## src/rtl/video_sd_timing.sv

```systemverilog
// Standard-definition composite video timing generator: interlaced or progressive
// sync, burst gate, active-picture strobes and pixel coordinates.
module video_sd_timing #(
    parameter int H_SYNC            = 118,
    parameter int H_BACK_PORCH      = 152,
    parameter int H_ACTIVE          = 1280,
    parameter int H_FRONT_PORCH     = 38,
    parameter int H_VSYNC_PULSE_LEN = 678,
    parameter int H_EQ_PULSE_LEN    = 58,
    parameter int H_BURST_START     = 132,
    parameter int H_BURST_END       = 196,
    parameter int V_HALF_LINES      = 1050,
    parameter int V_EQ_LEN          = 6,
    parameter int V_BLANK_END       = 42,
    parameter int V_ACTIVE_LINES    = 240,
    parameter int HW                = 11,
    parameter int VW                = 11
) (
    input  logic          clk,
    input  logic          rst,
    input  logic          interlace_req,
    output logic          interlace_active,
    output logic          sync_n,
    output logic          color_burst,
    output logic          active,
    output logic          next_pixel,
    output logic          next_line,
    output logic          next_frame,
    output logic          vblank_pulse,
    output logic          current_field,
    output logic [HW-1:0] pix_x,
    output logic [VW-1:0] pix_y
);

    localparam int H_TOTAL = H_SYNC + H_BACK_PORCH + H_ACTIVE + H_FRONT_PORCH;
    localparam int H_HALF  = H_TOTAL / 2;
    localparam int V_FIELD = V_HALF_LINES / 2;
    localparam int VA      = 2 * V_ACTIVE_LINES;
    localparam int HA0     = H_SYNC + H_BACK_PORCH;

    localparam logic [HW-1:0] H_LAST      = HW'(H_TOTAL - 1);
    localparam logic [HW-1:0] H_HALF_LAST = HW'(H_HALF - 1);
    localparam logic [HW-1:0] H_HALF_C    = HW'(H_HALF);
    localparam logic [HW-1:0] H_SYNC_C    = HW'(H_SYNC);
    localparam logic [HW-1:0] H_VS_C      = HW'(H_VSYNC_PULSE_LEN);
    localparam logic [HW-1:0] H_EQ_C      = HW'(H_EQ_PULSE_LEN);
    localparam logic [HW-1:0] HA_START    = HW'(HA0);
    localparam logic [HW-1:0] HA_END      = HW'(HA0 + H_ACTIVE);
    localparam logic [HW-1:0] H_LINE_STB  = HW'(HA0 - 1);
    localparam logic [HW-1:0] H_BST_C     = HW'(H_BURST_START);
    localparam logic [HW-1:0] H_BEN_C     = HW'(H_BURST_END);
    localparam logic [HW-1:0] H_ONE       = HW'(1);

    localparam logic [VW-1:0] V_LAST_I   = VW'(V_HALF_LINES - 1);
    localparam logic [VW-1:0] V_LAST_P   = VW'(V_FIELD - 2);
    localparam logic [VW-1:0] V_B1       = VW'(V_FIELD);
    localparam logic [VW-1:0] V_F0_LAST  = VW'(V_FIELD - 1);
    localparam logic [VW-1:0] V_EQ1      = VW'(V_EQ_LEN);
    localparam logic [VW-1:0] V_EQ2      = VW'(2 * V_EQ_LEN);
    localparam logic [VW-1:0] V_EQ3      = VW'(3 * V_EQ_LEN);
    localparam logic [VW-1:0] V_F0_START = VW'(V_BLANK_END);
    localparam logic [VW-1:0] V_F0_END   = VW'(V_BLANK_END + VA);
    localparam logic [VW-1:0] V_F1_START = VW'(V_FIELD + V_BLANK_END + 1);
    localparam logic [VW-1:0] V_F1_END   = VW'(V_FIELD + V_BLANK_END + 1 + VA);
    localparam logic [VW-1:0] V_ARM0     = VW'(V_BLANK_END - 1);
    localparam logic [VW-1:0] V_ARM1     = VW'(V_FIELD + V_BLANK_END);
    localparam logic [VW-1:0] V_ONE      = VW'(1);

    logic [HW-1:0] hcnt_q, hcnt_d;
    logic [VW-1:0] vcnt_q, vcnt_d;
    logic          ilace_q, ilace_d;
    logic          field_q, field_d;
    logic          cur_field_q, cur_field_d;
    logic          arm_q, arm_d;

    logic          half_end, wrap, in_vsync, in_eq, sync_low, v_active, h_active;
    logic [VW-1:0] v_last, vrel_sync, vrel_act;
    logic [HW-1:0] hmod;

    always_ff @(posedge clk or posedge rst) begin
        if (rst) begin
            hcnt_q      <= '0;
            vcnt_q      <= '0;
            ilace_q     <= 1'b1;
            field_q     <= 1'b0;
            cur_field_q <= 1'b0;
            arm_q       <= 1'b0;
        end else begin
            hcnt_q      <= hcnt_d;
            vcnt_q      <= vcnt_d;
            ilace_q     <= ilace_d;
            field_q     <= field_d;
            cur_field_q <= cur_field_d;
            arm_q       <= arm_d;
        end
    end

    // Sync/burst/active decodes work on the position within the current half-line and field.
    always_comb begin
        half_end  = (hcnt_q == H_HALF_LAST) || (hcnt_q == H_LAST);
        v_last    = ilace_q ? V_LAST_I : V_LAST_P;
        wrap      = half_end && (vcnt_q == v_last);
        hmod      = (hcnt_q >= H_HALF_C) ? (hcnt_q - H_HALF_C) : hcnt_q;
        vrel_sync = field_q ? (vcnt_q - V_B1) : vcnt_q;
        in_vsync  = (vrel_sync >= V_EQ1) && (vrel_sync < V_EQ2);
        in_eq     = (vrel_sync < V_EQ1) || ((vrel_sync >= V_EQ2) && (vrel_sync < V_EQ3));

        if (in_vsync) begin
            sync_low = (hmod < H_VS_C);
        end else if (in_eq) begin
            sync_low = (hmod < H_EQ_C);
        end else begin
            sync_low = (hcnt_q < H_SYNC_C);
        end

        v_active = ((vcnt_q >= V_F0_START) && (vcnt_q < V_F0_END)) ||
                   (field_q && (vcnt_q >= V_F1_START) && (vcnt_q < V_F1_END));
        h_active = (hcnt_q >= HA_START) && (hcnt_q < HA_END);
        vrel_act = vcnt_q - (field_q ? V_F1_START : V_F0_START);

        interlace_active = ilace_q;
        sync_n           = !sync_low;
        color_burst      = v_active && (hcnt_q >= H_BST_C) && (hcnt_q < H_BEN_C);
        active           = v_active && h_active;
        next_pixel       = h_active;
        next_line        = (hcnt_q == H_LINE_STB);
        next_frame       = arm_q && next_line;
        vblank_pulse     = half_end && ((ilace_q && (vcnt_q == V_F0_LAST)) || (vcnt_q == v_last));
        current_field    = cur_field_q && ilace_q;
        pix_x            = active ? (hcnt_q - HA_START) : '0;
        pix_y            = active ? (vrel_act >> 1) : '0;

        hcnt_d      = (hcnt_q == H_LAST) ? '0 : (hcnt_q + H_ONE);
        vcnt_d      = vcnt_q;
        ilace_d     = ilace_q;
        field_d     = field_q;
        cur_field_d = cur_field_q;
        arm_d       = arm_q;

        // Scan mode only changes at the frame wrap so a frame is never cut short.
        if (half_end) begin
            if (wrap) begin
                vcnt_d  = '0;
                ilace_d = interlace_req;
                field_d = 1'b0;
            end else begin
                vcnt_d = vcnt_q + V_ONE;
                if (ilace_q && (vcnt_q == V_F0_LAST)) begin
                    field_d = 1'b1;
                end
            end
        end

        if (arm_q && next_line) begin
            arm_d = 1'b0;
        end
        if (half_end && ((vcnt_q == V_ARM0) || (field_q && (vcnt_q == V_ARM1)))) begin
            arm_d       = 1'b1;
            cur_field_d = field_q;
        end
    end

endmodule

```

## config.mk

```make
export PLATFORM = sky130hd
export DESIGN_NAME = video_sd_timing
export DESIGN_NICKNAME = d
export VERILOG_FILES = /design/src/rtl/video_sd_timing.sv
export SDC_FILE = /design/constraint.sdc
export NUM_CORES = 1
export LEC_CHECK = 0
export CORE_MARGIN = 3
export CORE_UTILIZATION = 52
export CTS_BUF_LIST = sky130_fd_sc_hd__clkbuf_8 sky130_fd_sc_hd__clkbuf_16
export DETAILED_ROUTE_END_ITERATION = 8
export HOLD_SLACK_MARGIN = 0.08
export PLACE_DENSITY = 0.88
export SLEW_MARGIN = 10
export SYNTH_ARGS = -nofsm -noshare
export SYNTH_HDL_FRONTEND = slang
export SYNTH_SLANG_ARGS = --single-unit
```

## constraint.sdc

```tcl
create_clock -name clk -period 2.8 [get_ports clk]
set_input_delay 0.42 -clock clk [delete_from_list [all_inputs] [get_ports clk]]
set_output_delay 0.42 -clock clk [all_outputs]
set_load 0.01 [all_outputs]
```

==> results of run 1 <==
==> worst min-delay path, stage by stage, from the launching register on <==
cell and delay [ns]:
dfrtp_1 0.36, nand2_1 0.04, o21ai_0 0.06
==> routing by layer <==
metal  wire length, um  vias to the layer above
li1                  -                     1596
met1              4290                     1725
met2              5180                      306
met3              1200                       58
met4               421                        0
met5                 0                        -
==> how the worst min path moves through the flow <==
| stage | from | to |
|---|---|---|
| global route | cur_field_q | cur_field_q |
| finish | cur_field_q | cur_field_q |
| floorplan | cur_field_q | cur_field_q |
| global placement | cur_field_q | cur_field_q |
| detailed placement | cur_field_q | cur_field_q |
| CTS | cur_field_q | cur_field_q |
==> sequential cells by signal, summed over array words and instances (netlist names) <==
| name | cells |
|---|---|
| cur_field_q | 1 |
| arm_q | 1 |
| hcnt_q | 11 |
| vcnt_q | 11 |
| field_q | 1 |
| interlace_active | 1 |
==> layout by cell type, fill, tap and decap left out, types with 6 or more instances in the layout <==
master,count
o21ai_1,6
xnor2_1,25
xor2_1,10
o211ai_1,6
clkbuf_2,6
inv_1,14
nor3_1,9
nor4_1,6
o21ai_0,17
a21oi_1,17
dfrtp_1,25
nor2b_1,6
nor2_1,48
nand3_1,10
buf_2,15
a21oi_2,7
buf_4,83
buf_6,12
nand2b_1,8
ha_1,11
nor2_2,6
nand2_1,36
==> layout make-up <==
cell class,instances,area [sq um]
Fill cell,353,1070
Tap cell,70,87.6
Timing Repair Buffer,127,1010
Multi-Input combinational cell,325,2270
Clock buffer,4,55.1
Inverter,17,63.8
Sequential cell,26,652
==> kinds of logic after synthesis <==
group / Yosys count / synth area share
other: 1 / 0.00131
AND/OR/NAND/NOR: 178 / 0.315
multiplexers: 5 / 0.0179
AO/OA/AOI/OAI: 90 / 0.199
flip-flops: 26 / 0.227
XOR/XNOR: 36 / 0.110
buffers and inverters: 48 / 0.0650
adder cells (fa/ha/maj): 15 / 0.0654
==> metrics by stage <==
| step | worst slack (ns) | hold WS [ns] | cells |
|---|---|---|---|
| finish | -0.134 | 0.496 | 569 |
| global route | -0.205 | 0.541 | 569 |
| CTS | -0.0834 | 0.502 | 555 |
| detailed placement | -0.276 | 0.480 | 541 |
| global placement | -0.226 | 0.468 | 541 |
| floorplan | 0.0584 | 0.442 | 399 |
==> power by group <==
group	total [mW]	leakage, nW	internal (mW)	switching (mW)
clock	0.254	0.0288	0.126	0.128
combinational	0.0152	1.50	0.00531	0.00987
sequential	0.378	0.345	0.377	0.00119
total	0.647	1.88	0.508	0.139
==> repair_timing <==
| item | CTS | global route |
|---|---|---|
| setup buffers | 9 | 17 |
| gates resized for setup | 112 | 59 |
| pin swaps | 12 | 18 |
| hold buffers | 0 | 0 |
| gates cloned | 1 | 0 |
| setup endpoints to repair | 26 | 27 |
==> impl_metrics.toml, run 1 <==
[status]
outcome = "finished with violations"
violations = "negative setup slack"

[floorplan]
die_x_um = 80.3
initial_core_util = 0.551
ios = 34
core_sq_um = 5200
die-area_sq_um = 6440
die_h_um = 80.3
num_rows = 26

[routing]
dr.pass1.iters = 5
vias = 3685
wire_per_inst_um = 19.5
final_antenna_net_count = 0
drt_wl_total_um = 11100
drc_errors = 0
drt_iter0_drc = 542
via_per_inst = 6.48

[worst_setup_path]
critPathKind = "flop to output port"
r2r_slack_ns = -0.01
arrival_ns = 2.51
cp_max_fo = 8
cp.depth = 10
endpoint = "sync_n"
slowest_delay_ns = 0.41
cp_slowest_cell = "or3_4"
end_kind = "output port"
path_buf_inv = 2
crit_chain = "inv_1 > ha_1 > nand2b_1 > a21oi_2 > o21ai_2 > or3_4 > a21oi_2 > a211oi_2 > o211ai_1 > buf_2"
setup.worst_path.start = "hcnt_q[2]"
crit_required_ns = 2.38
path_common_cell = "a21oi_2"
critPathTopFamily = "compound AO/OA/AOI/OAI gates"
worst_setup_path_start_kind = "flop"
reg2reg_from = "hcnt_q[10]"
worstRegToRegCells = 9
r2r-end = "vcnt_q[6]"

[timing]
drv_slew = 0
rsz0062_at_grt = "true"
setup_viol = 18
fmax_mhz = 341
period_share = 1.05
fin_ws_ns = -0.134
period_needed_ns = 2.93
hold_viol_final = 0
clock_skew_ns = 0.00691
fin_tns_setup_ns = -1.51

[final_layout]
utilization = 0.795
finalInstanceArea_sq_um = 4140
area_growth_pct = 44.3
final_net_count = 518
antenna_cells = 0
drive_above_1_share = 0.349

[power]
pwr_density_cell_nw_per_um2 = 156
total_power_mw = 0.647
leakagePower_nw = 1.88
ir_drop_uv = 187

[yosys]
synth_edf_count = 0
synth_cell_types = 58
yosysWarnings = 0
synth_cells = 399
yosysSeqAreaShare = 0.227
synth_common_cells = "57 x nor2_1, 38 x nand2_1, 25 x clkbuf_1, 25 x dfrtp_1, 25 x xnor2_1"
synth.area.top_cells = "dfrtp_1 22%, xnor2_1 7.6%, nor2_1 7.5%, ha_1 6.5%, nand2_1 5.0%"
yosys.cell_count.top_type = "nor2_1"
syn_area_sq_um = 2870
synth_top_area_cell = "dfrtp_1"
ys_async_sr_fraction = 1.00
avgSynthCellArea_sq_um = 7.19
ys_seq_elements = 26
synth_nets = 417
synth_top_flop_cell = "dfrtp_1"
synth_top_area_share = 0.218

[clock_tree]
cts_tree = "done"
cts_sinks = 26
root_buffer = "clkbuf_8"
path_clk_slew_ns = 0.10
cts_made_buffers = 3
clkLatencyLatePin_ns = 0.28
cts_buffer_depth = 2
htree_levels = 1

[grt]
grt_max_degree = 27
gr-usage-all-layers = 0.293
use_met3 = 0.0404
met1_usage = 0.411
grt-busiest-layer = "met2"
grt_first_pass_wirelength_um = 15000
antenna_found_initial = 0
grt.overflow.total = 0
grt_pass1_vias = 3133
use_met2 = 0.479

[hold_path]
min_delay_path_depth = 2
hold_class = "flop to flop"

[placed_design]
post-dp-hpwl_um = 6870
io_buffers = 32
place_area_sq_um = 3710
place_congestion = 0.928

[run]
drv_cap = 0
No activity file was read; power rests on OpenSTA's default activity.
==> run 2, diff against run 1 <==
- ABC_AREA: not set -> 1
- CORE_UTILIZATION: 52 -> 53
- PLACE_DENSITY: 0.88 -> 0.89
==> run 2 against run 1 <==
Against the previous run: the flow now finishes without violations; die area grew 7.6%; critical path depth fell by 1; clock power barely moved; via count grew 10%; maximum frequency up 5.0%; setup slack improved by 0.14 ns; non-clock buffer count fell by 34; count of clock-buffer cells in the layout unchanged; flip-flop and latch count is the same; register-to-register slack improved by 0.64 ns; first-iteration DRC count grew 11%; critical endpoint is now next_frame; largest cell class unchanged.
==> impl_metrics.toml, run 2 <==
[status]
outcome = "finished clean"

[power]
pwr_density_cell_nw_per_um2 = 161
leakagePower_nw = 2.23
ir_drop_uv = 171
total_power_mw = 0.651

[yosys]
synth_compound_area_frac = 0.103
synth_top_family_by_area = "simple AND/OR/NAND/NOR gates"
syn_area_sq_um = 3160
ys_seq_elements = 26
yosysWarnings = 0
synthMuxAreaShare = 0
synth_common_cells = "135 x nand2_1, 89 x nor2_1, 65 x inv_1"
synth_cell_types = 42
yosysSeqAreaShare = 0.206
synthSimpleGateAreaFrac = 0.460
avgSynthCellArea_sq_um = 5.95
synth_top_flop_cell = "dfrtp_1"
yosys.cell_count.top_type = "nand2_1"
synth_top_area_share = 0.198
ys_async_sr_fraction = 1.00
synth_nets = 550
synth_top_area_cell = "dfrtp_1"
synth_cells = 532
synth_xor_area_frac = 0.0443
synth.area.top_cells = "dfrtp_1 20%, nand2_1 16%, nor2_1 11%, inv_1 7.7%, nand3_1 6.3%"
synth_edf_count = 0
synthAdderAreaFrac = 0.0593

[hold_path]
hold_class = "primary input to asynchronous set/reset pin"

[worst_setup_path]
end_kind = "output port"
arrival_ns = 2.37
worst_setup_path_start_kind = "flop"
cp_max_fo = 5
crit_required_ns = 2.38
critPathKind = "flop to output port"

[grt]
grt.overflow.total = 0
grt_max_degree = 27
grt_pass1_vias = 3508
grt_first_pass_wirelength_um = 16600
gr-usage-all-layers = 0.285
antenna_found_initial = 0

[placed_design]
io_buffers = 32
place_ws_ns = -0.134
post-dp-hpwl_um = 7880
dpl.cell_count = 665
place_congestion = 1.04
place_area_sq_um = 3810

[floorplan]
die-area_sq_um = 6930
initial_core_util = 0.561
ios = 34
num_rows = 27
core_sq_um = 5640
die_x_um = 83.3
die_h_um = 83.3

[routing]
via_per_inst = 5.95
drt_iter0_drc = 599
drc_errors = 0
wire_per_inst_um = 16.2
dr.pass1.iters = 6
vias = 4063
drt_wl_total_um = 11000
final_antenna_net_count = 0

[clock_tree]
hold_buffers = 0
path_clk_slew_ns = 0.10
cts_buffer_depth = 2
cts_sinks = 26
cts_made_buffers = 3
cts_tree = "done"
clkLatencyLatePin_ns = 0.28
htree_levels = 1
root_buffer = "clkbuf_8"

[timing]
fin_ws_ns = 0.00590
drv_slew = 0
period_share = 0.998
clock_skew_ns = 0.00335
fin_tns_setup_ns = 0
hold_viol_final = 0
rsz0062_at_grt = "true"
period_needed_ns = 2.79
fmax_mhz = 358
setup_viol = 0

[final_layout]
seq_area_sq_um = 659
multiInputGateArea_sq_um = 2270
reg.largest.list = "hcnt_q (11), vcnt_q (11)"
finalInstanceArea_sq_um = 4050
antenna_cells = 0
drive_above_1_share = 0.236
final_net_count = 630
final_common_cell = "nand2_1"
final_cell_mix = "130 x nand2_1, 84 x nor2_1, 58 x inv_1, 55 x buf_4, 38 x nand3_1"
area_growth_pct = 28.0
final_cells = 683
nFillCells = 449

[run]
drv_cap = 0
==> run 2: cell types whose count changed in the layout (fill, tap and decap cells not counted), moves of 7 or more <==
cell	previous run	this run
buf_4	83	55
buf_2	15	6
clkbuf_2	6	18
inv_1	14	58
nand3_1	10	38
nor3_1	9	19
nand2_1	36	130
xnor2_1	25	1
buf_6	12	5
nand2b_1	8	0
nand4_1	4	19
nor2_1	48	84
==> run 2: cell families after synthesis <==
group | after synthesis
AO/OA/AOI/OAI | 53
other | 1
adder cells (fa/ha/maj) | 15
XOR/XNOR | 16
flip-flops | 26
buffers and inverters | 93
AND/OR/NAND/NOR | 328
==> run 2: routing by layer <==
layer  vias to the layer above  global-route usage  wire length (um)  part of all wire
met5                         -                   0                 0                 0
met4                         0              0.0936               425             0.039
met3                        56              0.0456              1070             0.097
met2                       282               0.445              4950              0.45
met1                      1846               0.400              4590              0.42
li1                       1879                   -                 -                 -
==> run 2: path summary, 6_finish.rpt <==
check | start | endpoint | slack [ns] | depth (start not counted)
setup / recovery | hcnt_q[2] | next_frame | 0.006 | 9
hold / removal | rst | hcnt_q[5] | 0.50 | 3
setup reg to reg | hcnt_q[6] | vcnt_q[10] | 0.63 | 10
hold reg to reg | cur_field_q | cur_field_q | 0.51 | 2
max in group asynchronous | rst | interlace_active | 2.00 | 3
min in group clk | cur_field_q | cur_field_q | 0.51 | 2
==> run 2: through the flow <==
step / utilization / hold slack [ns]
2_1_floorplan: - / 0.453
3_5_place_dp: 0.676 / 0.488
5_1_grt: 0.718 / 0.535
4_1_cts: 0.690 / 0.505
6_report: 0.718 / 0.495
3_3_place_gp: 0.676 / 0.487
==> run 2: critical path, cell delays in order (launching register included) <==
cell,delay [ns]
dfrtp_1,0.36
buf_4,0.13
buf_4,0.15
nand2_1,0.09
nor3_1,0.19
inv_1,0.14
nor4_4,0.31
inv_1,0.07
nor2_1,0.10
clkdlybuf4s50_1,0.54
==> run 2: cell type report <==
cell class,count,share of cell area
Clock buffer,4,0.0136
Inverter,74,0.0720
Multi-Input combinational cell,414,0.561
Sequential cell,26,0.163
Tap cell,72,0.0222
Timing Repair Buffer,93,0.169
==> run 2: power by group <==
group          total [mW]  internal, mW  leakage [nW]  switching (mW)
Combinational      0.0184       0.00653          1.86          0.0118
Clock               0.253         0.126        0.0288           0.127
Sequential          0.379         0.377         0.338         0.00250
==> run 2: repair_timing <==
item / 4_1_cts / 5_1_grt
cloned: 0 / 3
endpoints found under the setup margin: 25 / 28
pin swaps: 2 / 15
buffers inserted: 5 / 6
gates resized for setup: 31 / 99
==> run 3, diff against run 2 <==
- CORE_MARGIN: 3 -> not set
- CTS_CLUSTER_SIZE: not set -> 16
==> run 3 against run 2 <==
Against the previous run: the run now ends with negative setup slack left; power fell by 4.8%; via count fell by 0.74%; design area rose by 1.8%; core utilization rose by 1.3 points; sequential share of layout area fell by 0.43 points; non-clock buffer count rose by 8; clock power fell by 12%; register-to-register slack barely moved; clock skew barely moved; setup slack got worse by 0.047 ns; hold slack got worse by 0.0061 ns.
==> impl_metrics.toml, run 3 (synthesized netlist as in run 2, its figures left out) <==
[worst_setup_path]
end_kind = "output port"
r2r-end = "vcnt_q[10]"
crit_chain = "buf_4 > ha_2 > nand2_1 > nand2_2 > nor2_4 > inv_2 > o31ai_4 > o21ai_2 > inv_2 > nand2_4 > buf_8 > nor3_1 > clkbuf_2"
critPathTopFamily = "buffers and inverters"
r2r_slack_ns = 0.64
slowest_delay_ns = 0.41
critPathKind = "flop to output port"
reg2reg_from = "hcnt_q[6]"
worstRegToRegCells = 9
path_buf_inv = 5
arrival_ns = 2.42
cp.depth = 13
cp_max_fo = 6
crit_required_ns = 2.38
cp_slowest_cell = "dfrtp_1"
path_common_cell = "inv_2"
worst_setup_path_start_kind = "flop"

[routing]
drt_iter0_drc = 412
via_per_inst = 5.83
wire_per_inst_um = 15.6
final_antenna_net_count = 0
vias = 4033
drc_errors = 0
drt_wl_total_um = 10800
dr.pass1.iters = 5

[timing]
setup_viol = 1
fin_tns_setup_ns = -0.0409
hold_viol_final = 0
fmax_mhz = 352
period_needed_ns = 2.84
period_share = 1.01
drv_slew = 0
rsz0062_at_grt = "true"
fin_ws_ns = -0.0409
clock_skew_ns = 0.00320

[power]
seqPwrFrac = 0.612
switchingPower_mw = 0.138
p_comb_frac = 0.029
clock_power_share = 0.359
ir_drop_uv = 234
total_power_mw = 0.619
p_int_mw = 0.482
pwr_density_cell_nw_per_um2 = 150
swShare = 0.222
leakagePower_nw = 2.27

[grt]
grt_pass1_vias = 3457
grt.overflow.total = 0
grt_max_degree = 27
grt_first_pass_wirelength_um = 16300
met1_usage = 0.473
grt-busiest-layer = "met2"
gr-usage-all-layers = 0.334
use_met3 = 0.0632
antenna_found_initial = 0
use_met2 = 0.521

[clock_tree]
path_clk_slew_ns = 0.09
root_buffer = "clkbuf_8"
htree_levels = 1
cts_made_buffers = 3
cts_buffer_depth = 2
clkLatencyLatePin_ns = 0.27
cts_sinks = 26
cts_tree = "done"

[floorplan]
die_h_um = 79.3
initial_core_util = 0.561
ios = 34
num_rows = 27
core_sq_um = 5640
die-area_sq_um = 6280
die_x_um = 79.3

[placed_design]
place_congestion = 0.975
io_buffers = 32
place_ws_ns = -0.0661
post-dp-hpwl_um = 8040
place_area_sq_um = 3870

[final_layout]
antenna_cells = 0
utilization = 0.731
area_growth_pct = 30.3
final_cell_mix = "129 x nand2_1, 83 x nor2_1, 64 x buf_4, 59 x inv_1, 40 x nand3_1"
final_net_count = 639
reg.largest.list = "hcnt_q (11), vcnt_q (11)"
finalInstanceArea_sq_um = 4120
drive_above_1_share = 0.231
final_common_cell = "nand2_1"

[status]
outcome = "finished with violations"
violations = "negative setup slack"

[run]
drv_cap = 0

[hold_path]
hold_class = "primary input to asynchronous set/reset pin"
-- run 3: cell count changes in the layout (fill, tap and decap cells not counted), moves of 2 or more --
cell             delta
buf_2               -3
buf_4               +9
buf_6               -2
clkdlybuf4s15_1     +3
dfrtp_1             +5
dfrtp_2             -5
nand3_1             +2
o21ai_2             +2
-- run 3: cell type report --
type / count / area (sq um)
Multi-Input combinational cell: 415 / 2260
Fill cell: 466 / 1520
Timing Repair Buffer: 101 / 782
Sequential cell: 26 / 653
Inverter: 74 / 289
Tap cell: 72 / 90.1
Clock buffer: 3 / 41.3
Clock inverter: 1 / 3.75
-- run 3: how the worst max path moves through the flow --
stage | slack (ns) | start | to
floorplan | 0.44 | vcnt_q[1] | pix_y[9]
global placement | 0.01 | hcnt_q[2] | sync_n
detailed placement | -0.07 | hcnt_q[2] | sync_n
CTS | -0.26 | hcnt_q[1] | sync_n
global route | -0.16 | hcnt_q[1] | sync_n
finish | -0.04 | hcnt_q[1] | pix_x[9]
-- run 3: worst register-to-register path: stages (launching register included) --
cell and delay (ns):
dfrtp_1 0.42, buf_4 0.20, inv_1 0.16, nand2_1 0.13, nor2_1 0.14, nand3_1 0.12, o21ai_2 0.36, nand4_1 0.26
nand4_1 0.16, o21ai_0 0.09
-- run 3: power groups by stage --
stage               clock network [mW]  registers (mW)  logic [mW]
floorplan                            0           0.385      0.0126
global placement                     0           0.386      0.0181
detailed placement                   0           0.387      0.0184
CTS                              0.221           0.379      0.0184
global route                     0.239           0.380      0.0205
finish                           0.222           0.379      0.0177
-- run 3: layer usage --
| metal | wire [um] | part of all wire | vias up |
|---|---|---|---|
| met3 | 1180 | 0.11 | 41 |
| met4 | 334 | 0.031 | 0 |
| li1 | - | - | 1900 |
| met1 | 4530 | 0.42 | 1832 |
| met5 | 0 | 0 | - |
| met2 | 4730 | 0.44 | 260 |
-- run 3: timing repair --
item / 4_1_cts / 5_1_grt
resized for setup: 32 / 88
hold buffers: 0 / 0
cloned: 1 / 3
pin swaps: 3 / 18
endpoints found under the setup margin: 25 / 28
buffers inserted: 3 / 9
-- run 3: per-stage QoR --
stage,std cells,hold slack [ns]
after global placement,672,0.482
after CTS,680,0.506
after detailed placement,672,0.484
final,692,0.489
after global routing,692,0.545
after floorplan,532,0.453
